--- config.mk ---
export PLATFORM = sky130hd
export DESIGN_NAME = occupancy_map_arbiter
export DESIGN_NICKNAME = d
export VERILOG_FILES = /design/src/rtl/occupancy_pkg.sv /design/src/rtl/rr_arbiter2.sv /design/src/rtl/occupancy_map_arbiter.sv
export SDC_FILE = /design/constraint.sdc
export NUM_CORES = 1
export LEC_CHECK = 0
export CORE_AREA = 2 2 64 96
export DETAILED_ROUTE_END_ITERATION = 16
export DIE_AREA = 0 0 66 98
export PLACE_DENSITY_LB_ADDON = 0.25
export SETUP_SLACK_MARGIN = 0.4
export SLEW_MARGIN = 15
export SYNTH_ARGS = -nofsm -noshare
export SYNTH_HDL_FRONTEND = slang
export SYNTH_SLANG_ARGS = --single-unit
--- constraint.sdc ---
create_clock -name clock -period 3.4 [get_ports clock]
set_input_delay 0.68 -clock clock [delete_from_list [all_inputs] [get_ports clock]]
set_output_delay 0.68 -clock clock [all_outputs]
set_load 0.02 [all_outputs]
--- src/rtl/occupancy_pkg.sv ---
// Shared types and map geometry for the occupancy-grid RAM arbiter.
package occupancy_pkg;

  localparam int unsigned MAP_WIDTH  = 256;
  localparam int unsigned MAP_HEIGHT = 128;

  typedef enum logic {CLEAR, SERVE} arb_state_t;

  typedef enum logic {REQ_UPDATE, REQ_MATCH} requester_t;

endpackage

--- src/rtl/rr_arbiter2.sv ---
// Two-input grant logic; round-robin pointer only when OCC_ARB_ROUND_ROBIN_EN is defined,
// otherwise fixed priority with the update engine always winning.
module rr_arbiter2
  import occupancy_pkg::*;
(
`ifdef OCC_ARB_ROUND_ROBIN_EN
  input  logic clock,
  input  logic reset,
`endif
  input  logic en,
  input  logic req_upd,
  input  logic req_mat,
  output logic gnt_upd,
  output logic gnt_mat
);

`ifdef OCC_ARB_ROUND_ROBIN_EN
  requester_t ptr_q, ptr_d;

  always_ff @(posedge clock or posedge reset) begin
    if (reset) ptr_q <= REQ_UPDATE;
    else       ptr_q <= ptr_d;
  end

  // Pointer hands priority to the loser, and moves only on a granted contention.
  always_comb begin
    gnt_upd = en & req_upd & (~req_mat | (ptr_q == REQ_UPDATE));
    gnt_mat = en & req_mat & ~gnt_upd;
    ptr_d   = ptr_q;
    if (en && req_upd && req_mat)
      ptr_d = (ptr_q == REQ_UPDATE) ? REQ_MATCH : REQ_UPDATE;
  end
`else
  always_comb begin
    gnt_upd = en & req_upd;
    gnt_mat = en & req_mat & ~req_upd;
  end
`endif

endmodule

--- src/rtl/occupancy_map_arbiter.sv ---
// Single-port occupancy-grid RAM arbiter with automatic clear sequencer.
// Build option: OCC_ARB_ROUND_ROBIN_EN selects round-robin instead of fixed update priority.
module occupancy_map_arbiter
  import occupancy_pkg::*;
#(
  parameter int unsigned ADDR_WIDTH = $clog2(MAP_WIDTH * MAP_HEIGHT),
  parameter int unsigned DATA_WIDTH = 8,
  parameter logic [DATA_WIDTH-1:0] INIT_VALUE = '0
) (
  input  logic                  clock,
  input  logic                  reset,
  input  logic                  clear_start,
  output logic                  clear_busy,
  input  logic                  upd_req,
  input  logic                  upd_we,
  input  logic [ADDR_WIDTH-1:0] upd_addr,
  input  logic [DATA_WIDTH-1:0] upd_wdata,
  output logic                  upd_gnt,
  output logic                  upd_rvalid,
  output logic [DATA_WIDTH-1:0] upd_rdata,
  input  logic                  mat_req,
  input  logic [ADDR_WIDTH-1:0] mat_addr,
  output logic                  mat_gnt,
  output logic                  mat_rvalid,
  output logic [DATA_WIDTH-1:0] mat_rdata,
  output logic [ADDR_WIDTH-1:0] mem_addr,
  output logic                  mem_we,
  output logic [DATA_WIDTH-1:0] mem_wdata,
  input  logic [DATA_WIDTH-1:0] mem_rdata
);

  arb_state_t            state_q, state_d;
  logic [ADDR_WIDTH-1:0] cnt_q, cnt_d;
  logic [ADDR_WIDTH-1:0] mem_addr_q;
  logic [DATA_WIDTH-1:0] mem_wdata_q;
  logic                  rd_pend_q, rd_pend_d;
  requester_t            rd_tag_q, rd_tag_d;
  logic                  arb_en;
  logic                  gnt_u, gnt_m;

  // A clear_start seen in SERVE blocks all grants for that cycle.
  always_comb begin
    arb_en = (state_q == SERVE) && !clear_start;
  end

  rr_arbiter2 u_arb (
`ifdef OCC_ARB_ROUND_ROBIN_EN
    .clock   (clock),
    .reset   (reset),
`endif
    .en      (arb_en),
    .req_upd (upd_req),
    .req_mat (mat_req),
    .gnt_upd (gnt_u),
    .gnt_mat (gnt_m)
  );

  always_ff @(posedge clock or posedge reset) begin
    if (reset) begin
      state_q     <= CLEAR;
      cnt_q       <= '0;
      mem_addr_q  <= '0;
      mem_wdata_q <= '0;
      rd_pend_q   <= 1'b0;
      rd_tag_q    <= REQ_UPDATE;
    end else begin
      state_q     <= state_d;
      cnt_q       <= cnt_d;
      mem_addr_q  <= mem_addr;
      mem_wdata_q <= mem_wdata;
      rd_pend_q   <= rd_pend_d;
      rd_tag_q    <= rd_tag_d;
    end
  end

  always_comb begin
    state_d   = state_q;
    cnt_d     = cnt_q;
    rd_pend_d = (gnt_u & ~upd_we) | gnt_m;
    rd_tag_d  = gnt_m ? REQ_MATCH : REQ_UPDATE;
    unique case (state_q)
      CLEAR: begin
        cnt_d = cnt_q + 1'b1;
        if (cnt_q == '1) state_d = SERVE;
      end
      SERVE: begin
        if (clear_start) begin
          state_d = CLEAR;
          cnt_d   = '0;
        end
      end
      default: state_d = CLEAR;
    endcase
  end

  // RAM port is combinational from the grant; address and data hold when idle.
  // Reset is folded in so the port is quiet while reset is asserted.
  always_comb begin
    clear_busy = (state_q == CLEAR);
    upd_gnt    = gnt_u;
    mat_gnt    = gnt_m;
    mem_we     = 1'b0;
    mem_addr   = mem_addr_q;
    mem_wdata  = mem_wdata_q;
    if (state_q == CLEAR) begin
      mem_we    = 1'b1;
      mem_addr  = cnt_q;
      mem_wdata = INIT_VALUE;
    end else if (gnt_u) begin
      mem_we    = upd_we;
      mem_addr  = upd_addr;
      mem_wdata = upd_wdata;
    end else if (gnt_m) begin
      mem_addr  = mat_addr;
    end
    if (reset) begin
      mem_we    = 1'b0;
      mem_addr  = '0;
      mem_wdata = '0;
    end
    upd_rvalid = rd_pend_q && (rd_tag_q == REQ_UPDATE);
    mat_rvalid = rd_pend_q && (rd_tag_q == REQ_MATCH);
    upd_rdata  = upd_rvalid ? mem_rdata : '0;
    mat_rdata  = mat_rvalid ? mem_rdata : '0;
  end

endmodule

# After elaboration in Yosys (flattened, before gate mapping)
# Cells that the tools add are included.
# word_totals
ff_bits,41
input_bits,52
out_inout_bits,45
wordCells,40
# op_classes
add_sub_neg,1
n_eq_ne,2
mux,18
n_bitwise,9
n_reduce_logical,4
# ops
operator,count
$mux 15,5
$mux 8,5
$pmux 15 s2,1
$add 15x1->15 const B,1
$eq 15x15->1 const B,1
$mux 1,6
$and 1x1->1,4
$not 1->1,4
$logic_and 1x1->1,3
$ne 2x2->1 const B,1
$pmux 1 s2,1
$logic_not 1->1,1
$or 1x1->1,1

# Longest topological paths before layout
# logic_depth
word_depth,8
ltp_mapped,5

# Modules after synthesis
# A second synthesis with hierarchy kept.
# unflattened
hier_cells,214
area_unflattened_um2,2242.2
# by_module_without_submodules
module,n_inst,cells_each,area_each_um2,seq_area_each_um2
occupancy_map_arbiter,1,212,2225.9,1026.0
rr_arbiter2,1,2,16.3,0.0

# Least setup slack after synthesis
# OpenSTA, ideal clock, no wires.
# synth_path
path_type,input to output
start,in reset
end,out mem_wdata[0]
arrival_time_ns,2.520
t_required_ns,2.720
slack_ns,0.200
stages,4
path_buffers,1
cell_sequence,clkbuf_1 inv_1 nand2_1 a21oi_1
# synth_between
elab_chain_len,1
# synth_lines
item,line_no,text
start: declaration,occupancy_map_arbiter.sv:11,"input logic reset,"
$mux 8,occupancy_map_arbiter.sv:116,if (reset) begin
end: declaration,occupancy_map_arbiter.sv:28,"output logic [DATA_WIDTH-1:0] mem_wdata,"
# Every way passes these cells.

# Final worst setup path
# layout_path
start,in reset
end,out mem_wdata[2]
# Same word-level chain as after synthesis.

==> metrics.md <==
| Metric | Value |
|---|---|
| Core ar. | 5700 sq um |
| Chip Height | 98 microns |
| Crit path DAT | 2.14 ns |
| DIE WIDTH | 66 microns |
| Top_reg_cell synth | dfrtp_1 |
| Gpl congestion | 0.800 |
| Largest family of logic cells by synthesized area | simple AND/OR/NAND/NOR gates |
| Io pins | 97 |
| Yosys cell types | 39 |
| Post-synth EDFFs | 0 |
| Total power | 1.22 mW |
| Max incr delay on CP | 0.45 ns |
| Worst-case reg-to-reg path depth | 4 |
| H-tree depth | 2 |
| Max-slew headroom | 0.657 |
| Pin count of the biggest net entering global routing | 48 |
| Ys Warns | 0 |
| Most common cell after layout, fill and taps aside | clkdlybuf4s50_1 |
| Die outline area | 6470 sq um |
| First-pass GRT wire length | 9890 microns |
| DR WL/cell | 14.5 microns |
| DR DRC count | 0 |
| Clock latency on the worst-skew pair | 0.30 ns |
| Number of core rows | 34 |
| Power per cell area | 355 nW/um^2 |
| Hold Path Class | reg2reg |
| VDD IR max | 294 uV |
| TritonRoute pass-1 iters | 4 |
| Synth top area cells | dfrtp_1 44%, nand2_1 5.5%, a21oi_1 4.9% |
| CP Launch Type | input pin |
| Worst-margin pin slew | 0.514 ns |
| Crit path capture type | output pin |
| Setup violations, final | 0 |
| Ys async rst share | 1.00 |
| CTS tree | built |
| Vias per cell | 5.27 |
| Compound-Gate Fraction of Synth Area | 0.211 |
| Synth Area in Simple Gates | 0.226 |
| Worst Path Required | 2.72 ns |
| Synth top area share | 0.440 |
| Post-Synth XOR/XNOR Area | 0 |
| Sequential fraction of the synthesis area | 0.440 |
| Largest buffer count on any clock path | 2 |
| Gr usage total | 0.196 |
| Critical Path, Cell by Cell | clkdlybuf4s50_1, buf_4, clkinvlp_4, nand2_1, a21oi_1, dlygate4sd2_1 |
| Post-synthesis mux area share | 0.0343 |
| Setup CP Type | in2out |
| Initial Utilization | 0.409 |
| Synth area leader | dfrtp_1 |
| Sum Neg Setup Slack | 0 ns |
| Leakage Power | 1.44 nW |
| Outcome | complete, no violations |
| Nets@finish | 405 |
| WHS | 0.517 ns |
| Sink Count | 41 |
| Netlist Area Pre-Place | 2330 sq um |
| Syn avg cell area | 9.04 sq um |
| Number of port buffers | 96 |
| Detailed placer's ending HPWL | 4470 microns |
| Crit-path slowest cell | clkdlybuf4s50_1 |
| Clock root cell | clkbuf_8 |
| Synthesized net count | 311 |
| Max Clock Skew | 0.00132 ns |
| Total gr overflow | 0 |
| Number of buffers created by CTS | 5 |
| Unrepaired setup endpoints after global routing | false |
| Final min period | 2.82 ns |
| Clock-pin slew on the worst setup and hold paths | 0.07 ns |
| Final Hold Viols | 0 |
| Initial antenna violation count | 0 |
| Crit share post-route | 0.830 |
| FMAX | 354 MHz |
| Vias in the first global route | 2199 |
| Worst hold stages | 1 |
| Synth Register Bits | 41 |
| Final antenna-violating net count | 0 |
| Maximum fanout along the worst path | 17 |
| Setup ws final | 0.579 ns |
| Post-CTS Setup Inserts | 0 |
| Pre-CTS setup slack | 0.0465 ns |
| Via count | 2241 |
| Commonest cells after routing, fill and taps aside | 68 x clkdlybuf4s50_1, 41 x dfrtp_1, 34 x nand2_1 |
| Slew Limit Fails | 0 |
| MaxCap Viol Count | 0 |
| Layout cells sized above 1 | 0.122 |
| Antenna Cells | 0 |
| Iter 0 DRT Violations | 42 |
| Area delta synth->final | 47.9% |
| Fraction of the mapped netlist area in adder cells | 0.00536 |
| DRT Wirelength | 6150 microns |
| Synth Instances | 258 |
## final cells by class
class / count / area, sq um
Clock buffer: 8 / 80.1
Fill cell: 522 / 2250
Inverter: 20 / 80.1
Multi-Input combinational cell: 179 / 1120
Sequential cell: 41 / 1030
Tap cell: 72 / 90.1
Timing Repair Buffer: 105 / 1050
## sequential cells by signal (all words and copies together) (netlist names)
register     flops
cnt_q           15
state_q          1
mem_wdata_q      8
rd_pend_q        1
mem_addr_q      15
rd_tag_q         1
## path summary, 6_finish.rpt
| check | from | endpoint | slack [ns] |
|---|---|---|---|
| min in group asynchronous | reset | mem_wdata_q[7]$_DFF_PP0_ | 1.05 |
| min reg2reg | cnt_q[14]$_DFFE_PP0P_ | cnt_q[14]$_DFFE_PP0P_ | 0.52 |
| min | cnt_q[14]$_DFFE_PP0P_ | cnt_q[14]$_DFFE_PP0P_ | 0.52 |
| max | reset | mem_wdata[2] | 0.58 |
| max in group asynchronous | reset | cnt_q[9]$_DFFE_PP0P_ | 2.00 |
| max reg2reg | cnt_q[1]$_DFFE_PP0P_ | cnt_q[6]$_DFFE_PP0P_ | 1.80 |
## synth_stat cells (2+ instances only)
cell type and instances:
nand3b_1 5, buf_6 3, nand2_1 34, a311o_2 4
inv_1 19, dfrtp_1 41, nor3_1 4, nand3_1 3
nor2b_1 2, nor2_1 19, o21ai_0 6, and2_1 9
a311o_1 10, a21o_1 3, o31ai_1 2, o211ai_1 2
buf_2 7, clkbuf_1 5, buf_4 4, mux2i_1 8
nand4_1 2, a21oi_1 23, nor4_2 3, nand4b_1 2
a31oi_1 2, nand2b_1 2, o22ai_1 15, and3_1 8
## worst max-delay path: cells and delay by family
family / cells / cell delay, ns
buffers and inverters: 4 / 1.13
AND/OR/NAND/NOR: 1 / 0.23
AO/OA/AOI/OAI: 1 / 0.10
## stage by stage
stage | instances | area [sq um] | utilization
after global routing | 425 | 3450 | 0.605
after floorplan | 258 | 2340 | -
final | 425 | 3450 | 0.605
after global placement | 416 | 3360 | 0.590
after CTS | 424 | 3440 | 0.604
after detailed placement | 416 | 3360 | 0.590
## cells by family (layout without fill, tap and decap cells)
family / Yosys count / after routing
AND/OR/NAND/NOR: 98 / 98
AO/OA/AOI/OAI: 71 / 72
flip-flops: 41 / 41
buffers and inverters: 39 / 133
multiplexers: 8 / 8
adder cells (fa/ha/maj): 1 / 1
## where the power goes
part | switching (mW) | internal (mW)
logic | 0.155 | 0.155
registers | 0.0663 | 0.540
clock network | 0.163 | 0.146
## what timing repair did
action / 4_1_cts / 5_1_grt
endpoints found under the setup margin: 25 / 21
hold buffers: 0 / 0
cloned: 0 / 1
resized for setup: 53 / 7
## routing by layer
layer,global-route usage,up-vias,wire length [microns]
met1,0.206,1042,2370
met3,0.0449,5,473
met5,0,-,0
met4,0.0706,0,72
met2,0.367,87,3230
li1,-,1107,-
Note: power is estimated with default switching activity, not from simulation.
